--- src/rtl/mpu_prog_seq_pkg.sv ---
// rtl/mpu_prog_seq_pkg.sv - shared MPU region types and sequencer state encoding
package mpu_prog_seq_pkg;

  localparam int SMPUCTL_LOCK_BIT = 0;

  typedef enum logic [1:0] {ACC_R = 2'd0, ACC_W = 2'd1, ACC_X = 2'd2} acc_e;
  typedef enum logic [1:0] {PRIV_U = 2'd0, PRIV_S = 2'd1, PRIV_M = 2'd3} priv_e;

  typedef struct packed {
    logic        valid;
    logic [31:0] base;
    logic [31:0] limit;
    logic        allow_x;
    logic        allow_w;
    logic        allow_r;
    logic        user_ok;
    logic        is_ispace;
  } mpu_region_s;

  typedef enum logic [1:0] {ST_IDLE, ST_ISSUE, ST_SETTLE} seq_state_e;

  // xwr is {X,W,R}; every descriptor written to the MPU is marked valid.
  function automatic mpu_region_s make_region(input logic [31:0] base,
                                              input logic [31:0] limit,
                                              input logic [2:0]  xwr,
                                              input logic        user_ok,
                                              input logic        is_ispace);
    mpu_region_s r;
    r.valid     = 1'b1;
    r.base      = base;
    r.limit     = limit;
    r.allow_x   = xwr[2];
    r.allow_w   = xwr[1];
    r.allow_r   = xwr[0];
    r.user_ok   = user_ok;
    r.is_ispace = is_ispace;
    return r;
  endfunction

endpackage

--- src/rtl/mpu_prog_seq_if.sv ---
// rtl/mpu_prog_seq_if.sv - request channel from the CSR/boot path into the sequencer
interface mpu_prog_seq_if #(parameter int IDXW = 3);
  logic            req_valid;
  logic            req_ready;
  logic            req_lock;
  logic [IDXW-1:0] req_idx;
  logic [31:0]     req_base;
  logic [31:0]     req_limit;
  logic [2:0]      req_xwr;
  logic            req_user_ok;
  logic            req_is_ispace;

  modport master (
    output req_valid, req_lock, req_idx, req_base, req_limit, req_xwr,
           req_user_ok, req_is_ispace,
    input  req_ready
  );

  modport slave (
    input  req_valid, req_lock, req_idx, req_base, req_limit, req_xwr,
           req_user_ok, req_is_ispace,
    output req_ready
  );
endinterface

--- src/rtl/mpu_prog_seq_fifo.sv ---
// rtl/mpu_prog_seq_fifo.sv - synchronous request FIFO, head visible combinationally
module mpu_prog_seq_fifo #(
  parameter int WIDTH = 8,
  parameter int DEPTH = 4
) (
  input  logic             clk,
  input  logic             rst,
  input  logic             push,
  input  logic [WIDTH-1:0] wdata,
  input  logic             pop,
  output logic [WIDTH-1:0] rdata,
  output logic             full,
  output logic             empty
);

  localparam int AW = $clog2(DEPTH);
  localparam logic [AW:0] FULL_CNT = DEPTH[AW:0];

  logic [WIDTH-1:0] mem [DEPTH];
  logic [AW-1:0]    wr_ptr;
  logic [AW-1:0]    rd_ptr;
  logic [AW:0]      count;
  logic             do_push;
  logic             do_pop;

  // full comes from the registered count, so a same-cycle pop never frees a slot
  assign full    = (count == FULL_CNT);
  assign empty   = (count == '0);
  assign do_push = push && !full;
  assign do_pop  = pop && !empty;
  assign rdata   = mem[rd_ptr];

  always_ff @(posedge clk) begin
    if (do_push) mem[wr_ptr] <= wdata;
  end

  always_ff @(posedge clk) begin
    if (rst) begin
      wr_ptr <= '0;
      rd_ptr <= '0;
      count  <= '0;
    end else begin
      if (do_push) wr_ptr <= wr_ptr + 1'b1;
      if (do_pop)  rd_ptr <= rd_ptr + 1'b1;
      case ({do_push, do_pop})
        2'b10:   count <= count + 1'b1;
        2'b01:   count <= count - 1'b1;
        default: count <= count;
      endcase
    end
  end

endmodule

--- src/rtl/mpu_prog_seq.sv ---
// rtl/mpu_prog_seq.sv - replays queued region descriptors and lock requests onto the MPU prog port
module mpu_prog_seq
  import mpu_prog_seq_pkg::*;
#(
  parameter int NREG  = 8,
  parameter int DEPTH = 4,
  parameter int IDXW  = $clog2(NREG)
) (
  input  logic                 clk,
  input  logic                 rst,
  mpu_prog_seq_if.slave        csr,
  output logic                 prog_en,
  output logic [IDXW-1:0]      prog_idx,
  output mpu_region_s          prog_region,
  output logic                 lock_o,
  output logic                 err_locked,
  output logic                 err_range,
  output logic                 busy
);

  if ((1 << IDXW) != NREG) begin : g_nreg_chk
    $error("mpu_prog_seq: NREG must be a power of two equal to 2**IDXW");
  end
  if (DEPTH < 2 || (1 << $clog2(DEPTH)) != DEPTH) begin : g_depth_chk
    $error("mpu_prog_seq: DEPTH must be a power of two >= 2");
  end

  typedef struct packed {
    logic            lock;
    logic [IDXW-1:0] idx;
    logic [31:0]     base;
    logic [31:0]     limit;
    logic [2:0]      xwr;
    logic            user_ok;
    logic            is_ispace;
  } entry_t;

  entry_t      in_entry;
  entry_t      head;
  logic        full;
  logic        empty;
  logic        pop;

  seq_state_e      state_q, state_d;
  logic            prog_en_d;
  logic [IDXW-1:0] prog_idx_d;
  mpu_region_s     region_d;
  logic            lock_d;
  logic            err_locked_d;
  logic            err_range_d;

  assign in_entry = {csr.req_lock, csr.req_idx, csr.req_base, csr.req_limit,
                     csr.req_xwr, csr.req_user_ok, csr.req_is_ispace};
  assign csr.req_ready = !full;

  mpu_prog_seq_fifo #(.WIDTH($bits(entry_t)), .DEPTH(DEPTH)) u_fifo (
    .clk   (clk),
    .rst   (rst),
    .push  (csr.req_valid),
    .wdata (in_entry),
    .pop   (pop),
    .rdata (head),
    .full  (full),
    .empty (empty)
  );

  always_comb begin
    state_d      = state_q;
    pop          = 1'b0;
    prog_en_d    = 1'b0;
    prog_idx_d   = prog_idx;
    region_d     = prog_region;
    lock_d       = lock_o;
    err_locked_d = 1'b0;
    err_range_d  = 1'b0;
    case (state_q)
      ST_IDLE: begin
        if (!empty) begin
          pop = 1'b1;
          if (head.lock) begin
            lock_d  = 1'b1;
            state_d = ST_SETTLE;
          end else if (lock_o) begin
            err_locked_d = 1'b1;
          end else if (head.limit < head.base) begin
            err_range_d = 1'b1;
          end else begin
            prog_en_d  = 1'b1;
            prog_idx_d = head.idx;
            region_d   = make_region(head.base, head.limit, head.xwr,
                                     head.user_ok, head.is_ispace);
            state_d    = ST_ISSUE;
          end
        end
      end
      ST_ISSUE:  state_d = ST_SETTLE;
      // SETTLE gives the MPU a cycle to make the update visible before the next write
      ST_SETTLE: state_d = ST_IDLE;
      default:   state_d = ST_IDLE;
    endcase
  end

  always_ff @(posedge clk) begin
    if (rst) begin
      state_q     <= ST_IDLE;
      prog_en     <= 1'b0;
      prog_idx    <= '0;
      prog_region <= '0;
      lock_o      <= 1'b0;
      err_locked  <= 1'b0;
      err_range   <= 1'b0;
    end else begin
      state_q     <= state_d;
      prog_en     <= prog_en_d;
      prog_idx    <= prog_idx_d;
      prog_region <= region_d;
      lock_o      <= lock_d;
      err_locked  <= err_locked_d;
      err_range   <= err_range_d;
    end
  end

  assign busy = !empty || (state_q != ST_IDLE);

endmodule

--- src/flat_wrapper.sv ---
// flat-port wrapper written by rule: the top's interface ports become plain ports
module mpu_prog_seq_flat import mpu_prog_seq_pkg::*;
#(
  parameter int NREG  = 8,
  parameter int DEPTH = 4,
  parameter int IDXW  = $clog2(NREG)
)
  (clk, rst, prog_en, prog_idx, prog_region, lock_o, err_locked, err_range, busy, csr_req_valid, csr_req_lock, csr_req_idx, csr_req_base, csr_req_limit, csr_req_xwr, csr_req_user_ok, csr_req_is_ispace, csr_req_ready);
  mpu_prog_seq_if #(.IDXW(IDXW)) csr_i ();
  input  logic clk;
  input  logic rst;
  output logic prog_en;
  output logic [IDXW-1:0] prog_idx;
  output mpu_region_s prog_region;
  output logic lock_o;
  output logic err_locked;
  output logic err_range;
  output logic busy;
  input wire logic [$bits(csr_i.req_valid)-1:0] csr_req_valid;
  input wire logic [$bits(csr_i.req_lock)-1:0] csr_req_lock;
  input wire logic [$bits(csr_i.req_idx)-1:0] csr_req_idx;
  input wire logic [$bits(csr_i.req_base)-1:0] csr_req_base;
  input wire logic [$bits(csr_i.req_limit)-1:0] csr_req_limit;
  input wire logic [$bits(csr_i.req_xwr)-1:0] csr_req_xwr;
  input wire logic [$bits(csr_i.req_user_ok)-1:0] csr_req_user_ok;
  input wire logic [$bits(csr_i.req_is_ispace)-1:0] csr_req_is_ispace;
  output wire logic [$bits(csr_i.req_ready)-1:0] csr_req_ready;
  assign csr_i.req_valid = csr_req_valid;
  assign csr_i.req_lock = csr_req_lock;
  assign csr_i.req_idx = csr_req_idx;
  assign csr_i.req_base = csr_req_base;
  assign csr_i.req_limit = csr_req_limit;
  assign csr_i.req_xwr = csr_req_xwr;
  assign csr_i.req_user_ok = csr_req_user_ok;
  assign csr_i.req_is_ispace = csr_req_is_ispace;
  assign csr_req_ready = csr_i.req_ready;
  mpu_prog_seq #(.NREG(NREG), .DEPTH(DEPTH), .IDXW(IDXW)) u_core (.clk(clk), .rst(rst), .csr(csr_i), .prog_en(prog_en), .prog_idx(prog_idx), .prog_region(prog_region), .lock_o(lock_o), .err_locked(err_locked), .err_range(err_range), .busy(busy));
endmodule
--- config.mk ---
export PLATFORM = sky130hd
export DESIGN_NAME = mpu_prog_seq_flat
export DESIGN_NICKNAME = d
export VERILOG_FILES = /design/src/rtl/mpu_prog_seq_pkg.sv /design/src/rtl/mpu_prog_seq_if.sv /design/src/rtl/mpu_prog_seq_fifo.sv /design/src/rtl/mpu_prog_seq.sv /design/src/flat_wrapper.sv
export SDC_FILE = /design/constraint.sdc
export NUM_CORES = 1
export LEC_CHECK = 0
export CAP_MARGIN = 15
export CORE_ASPECT_RATIO = 1.1
export CORE_MARGIN = 2
export CORE_UTILIZATION = 52
export DETAILED_ROUTE_END_ITERATION = 8
export PLACE_DENSITY_LB_ADDON = 0.2
export SYNTH_ARGS = -nofsm -noshare
export SYNTH_HDL_FRONTEND = slang
export SYNTH_SLANG_ARGS = --single-unit
--- constraint.sdc ---
create_clock -name clk -period 4.2 [get_ports clk]
set_input_delay 0.84 -clock clk [delete_from_list [all_inputs] [get_ports clk]]
set_output_delay 0.84 -clock clk [all_outputs]
set_load 0.05 [all_outputs]
Word level (Yosys, flattened, before mapping). Memories as Yosys holds them, arrays and structs flattened. A register that Yosys moved wholly into a read port is not among the register bits. Index checks and enable logic that the tools add are counted.

Logic and storage cells: 64. Register bits: 86. Bits of input ports: 76. Latch bits: 0. Bits in writable memories: 292. Output and inout bits: 79. Bits in read-only memories: 0. Memories: 1.

Shift operators: 0. Eq/ne operators: 7. Div/mod/pow operators: 0. Mux-type cells: 15. Magnitude comparators: 1. Reduce and logical (&&, ||, !) cells: 14. Bitwise operators: 5. $mul: 0. Add/subtract/negate cells: 4.

Memory list: u_core.u_fifo.mem (depth 4, width 73, read ports 1, clocked after memory_dff 1, write ports 1, RTL line mpu_prog_seq_fifo.sv:19) `logic [WIDTH-1:0] mem [DEPTH];`.

Operator list (number): $lt A32 B32 Y1 (1); $mux W2 (6); $mux W1 (7); $pmux W3 S2 (1); $reduce_and A3 Y1 (2); $not A1 Y1 (5); $reduce_and A5 Y1 (1); $reduce_or A5 Y1 (1); $add A2 B1 Y2 const B (2); $eq A2 B1 Y1 const B (2); $pmux W2 S2 (1); $reduce_bool A2 Y1 (2); $reduce_or A4 Y1 (1); $add A3 B1 Y3 const B (1); $eq A3 B3 Y1 const B (1); $logic_not A3 Y1 (1); $ne A3 B2 Y1 const B (1); $ne A3 B3 Y1 const B (1); $sub A3 B1 Y3 const B (1); $eq A2 B2 Y1 const B (1); $logic_and A1 B1 Y1 (2); $logic_not A1 Y1 (2); $logic_not A2 Y1 (1); $ne A2 B2 Y1 const B (1); $logic_or A1 B1 Y1 (1).

Longest topological paths before layout.
Depth in word-level cells: 6. Gate-level depth with buffers: 13. Depth with buffers taken out: 10.

By module. A second synthesis with hierarchy kept.

Cell total of the unflattened synthesis: 883. Area total of the unflattened synthesis: 15394.8 um^2.

Modules (own cells, without submodules): mpu_prog_seq_fifo (sequential area each 8948.6 um^2, area each 11083.1 um^2, times used 1, cells each 435); mpu_prog_seq (sequential area each 1581.5 um^2, area each 4311.6 um^2, times used 1, cells each 448).

Worst setup path before layout. Ideal clock, no wire load.

Kind: register to register. Start point: reg with a tool-made name. End point: reg u_core.prog_idx[1]. Library setup time: 0.122 ns. Data arrival time: 3.103 ns. Required time: 4.078 ns. Period minus slack after synthesis: 3.225 ns. Cell stages (with the launch flop): 12. Buffers on the path: 4. Slack: 0.975 ns. Path through: dfxtp_1 -> clkbuf_1 -> clkbuf_1 -> mux4_2 -> ha_1 -> nand4_1 -> or4_1 -> o221a_2 -> clkbuf_1 -> clkbuf_1 -> nand4_1 -> nand3_1.

RTL lines: to (signal assigned) (RTL line mpu_prog_seq.sv:115) `prog_idx <= prog_idx_d;`; to (decl) (RTL line mpu_prog_seq.sv:13) `output logic [IDXW-1:0] prog_idx,`.

==> impl_metrics.tcl <==
set metrics [dict create \
    syn2layout_area_growth_pct 19.99 \
    cts_resized 0 \
    synth_cell_type_count 42 \
    maxSlewHeadroom 0.3665 \
    fp-row-count 67 \
    design_area_um2 19320 \
    fin_crit_sh 0.8900 \
    clock.fmax_mhz 267.5 \
    cts_buffers 39 \
    hold_path_startpoint "u_core.prog_region[69]" \
    viasPerCell 5.973 \
    yosys.area.top_type "edfxtp_1" \
    clk_latency_ps 530 \
    end_kind "flop" \
    synth.most_common_cell "edfxtp_1" \
    die_y_um 188.6 \
    crit_type "flop to flop" \
    maxSlewViolCount 0 \
    hold_violations 0 \
    ant_nets 0 \
    core_um2 30510 \
    tightest_slew_ps 950.2 \
    min_path_type "flop to flop" \
    ys_ff_latch 380 \
    p_leak_nw 6.539 \
    num-fill-cells 2284 \
    fin_ws_ps 462.1 \
    setup_viol 0 \
    synth_area_um2 16100 \
    antenna_found_initial 3 \
    firstDrtPassIters 5 \
    drc 0 \
    yosysWarnings 0 \
    grt_pass1_wl_um 55790 \
    yosys-top-cells-area "edfxtp_1, dfxtp_1, mux4_2, a32oi_1, nand4_1" \
    root_buffer "clkbuf_16" \
    cts_buffer_depth 3 \
    ir_drop_uv 445.9 \
    synthDominantCellAreaShare 0.5445 \
    cts_setup_buffers 0 \
    port_buffers 154 \
    finClkSkew_ps 18.29 \
    synthesis.nets 1224 \
    arrival_ps 4150 \
    ys_seq_area_frac 0.6539 \
    drv_cap 0 \
    syn_avg_cell_area_um2 14.49 \
    fin_nets 1353 \
    crit_fanout 52 \
    gp_congestion 0.7251 \
    hold_ws_ps 456.5 \
    dp_hpwl_um 22310 \
    placed_area_um2 18120 \
    status "complete, no violations" \
    post-place-ws_ps 444.2 \
    htree_levels 2 \
    ioPinCount 155 \
    groute.usage.overall 0.2239 \
    grt_max_degree 105 \
    clk_pin_slew_worst_paths_ps 60 \
    cp.required_ps 4610 \
    multi_input_area_um2 5044 \
    via_count 10077 \
    power_density_nw_per_um2 724.9 \
    grt_pass1_vias 9975 \
    start_util 0.5277 \
    postCtsHoldBufs 0 \
    fin_setup_tns_ps 0 \
    finalWirelength_um 35800 \
    die_area_um2 32390 \
    whs_path_depth 1 \
    cts_sinks 380 \
    grt_overflow_total 0 \
    synth_edf_count 292 \
    critPathLaunchType "flop" \
    syn_inst 1111 \
    drive_above_1_share 0.1314 \
    regArea_um2 10540 \
    async_reset_ff_frac 0 \
    wl_per_cell_um 21.22 \
    cts_tree "built" \
    ff2ff_path_depth 10 \
    synth_flop_cell "edfxtp_1" \
    synth_common_cells "edfxtp_1, dfxtp_1, nand3_1, nand4_1, mux4_2" \
    rsz0062_at_grt "no" \
    period_needed_ps 3738 \
    drt-initial-drc-count 955 \
    die_x_um 171.8 \
]
==> report_power, final <==
part	switching (mW)	total, mW	internal, mW
Combinational	3.62	5.57	1.95
Clock	1.39	3.22	1.84
Sequential	0.450	5.21	4.76
Total	5.46	14.0	8.55
==> critical path, cell delays in order (launching register included) <==
cell and delay, ps:
dfxtp_4 550, buf_12 250, mux4_2 560, ha_1 340, a21oi_1 120, o21ai_0 210
a221o_1 400, or2_2 530, buf_12 270, a32oi_1 220, nand3_1 110
==> final cells by class <==
class,instances,share of cell area
sequential,380,0.5454
timing repair buffer,177,0.09687
tap,414,0.02681
clock buffer,56,0.05698
antenna,2,0.0002590
clock inverter,16,0.005051
inverter,38,0.007641
multi-input combinational,604,0.2610
==> routing by layer <==
layer  track usage  wire length [um]  vias to the layer above
li1              -                 -                     4640
met1        0.3101             15360                     5054
met2        0.3709             17660                      322
met3       0.03445              2022                       59
met4       0.06335               750                        2
met5             0                13                        -
==> path summary, 6_finish.rpt <==
path | to | slack (ps)
min reg2reg | u_core.prog_region[69] | 460
max | u_core.prog_region[3] | 460
max reg2reg | u_core.prog_region[3] | 460
min | u_core.prog_region[69] | 460
==> kinds of logic (layout without fill, tap and decap cells) <==
| kind of cell | Yosys count | count (layout) | synth area share |
|---|---|---|---|
| other cells | 0 | 2 | 0 |
| fa+ha+maj | 37 | 37 | 0.02922 |
| flops | 380 | 380 | 0.6539 |
| mux | 73 | 73 | 0.1021 |
| simple gates | 384 | 384 | 0.1251 |
| xor+xnor | 5 | 5 | 0.002720 |
| buf+inv | 127 | 287 | 0.03528 |
| compound gates | 105 | 105 | 0.05167 |
==> stage by stage <==
step	total power, mW	cells	utilization
global route	14.67	1687	0.6332
floorplan	9.045	1111	-
finish	14.01	1687	0.6332
CTS	14.12	1685	0.6331
global placement	10.77	1613	0.5938
detailed placement	10.88	1613	0.5938
==> flip-flops by register name (all words and copies together) (netlist names), named ones only <==
register	cells
u_core.prog_en	1
u_core.u_fifo.mem	292
u_core.u_fifo.count	3
u_core.err_range	1
u_core.prog_idx	3
u_core.lock_o	1
u_core.u_fifo.wr_ptr	2
u_core.state_q	2
u_core.err_locked	1
u_core.prog_region	70
u_core.u_fifo.rd_ptr	2
==> cell usage in the layout (no fill, tap or decap), types with 2 or more instances in the layout <==
cell type,n
nand2_1,53
nor2_1,51
inv_6,2
nand4_1,78
edfxtp_1,292
clkinv_1,3
nor3_1,35
a32oi_1,72
o21ai_0,5
clkbuf_1,12
diode_2,2
and3_4,4
nand2b_1,72
or3_1,3
xor2_1,3
ha_1,36
a21oi_1,19
xnor2_1,2
buf_12,13
dfxtp_4,2
clkbuf_16,40
clkinv_2,9
mux4_2,73
buf_4,10
clkdlybuf4s50_1,153
inv_1,37
clkbuf_8,4
nand3_1,78
dfxtp_1,86
Note: power is estimated with default switching activity, not from simulation.
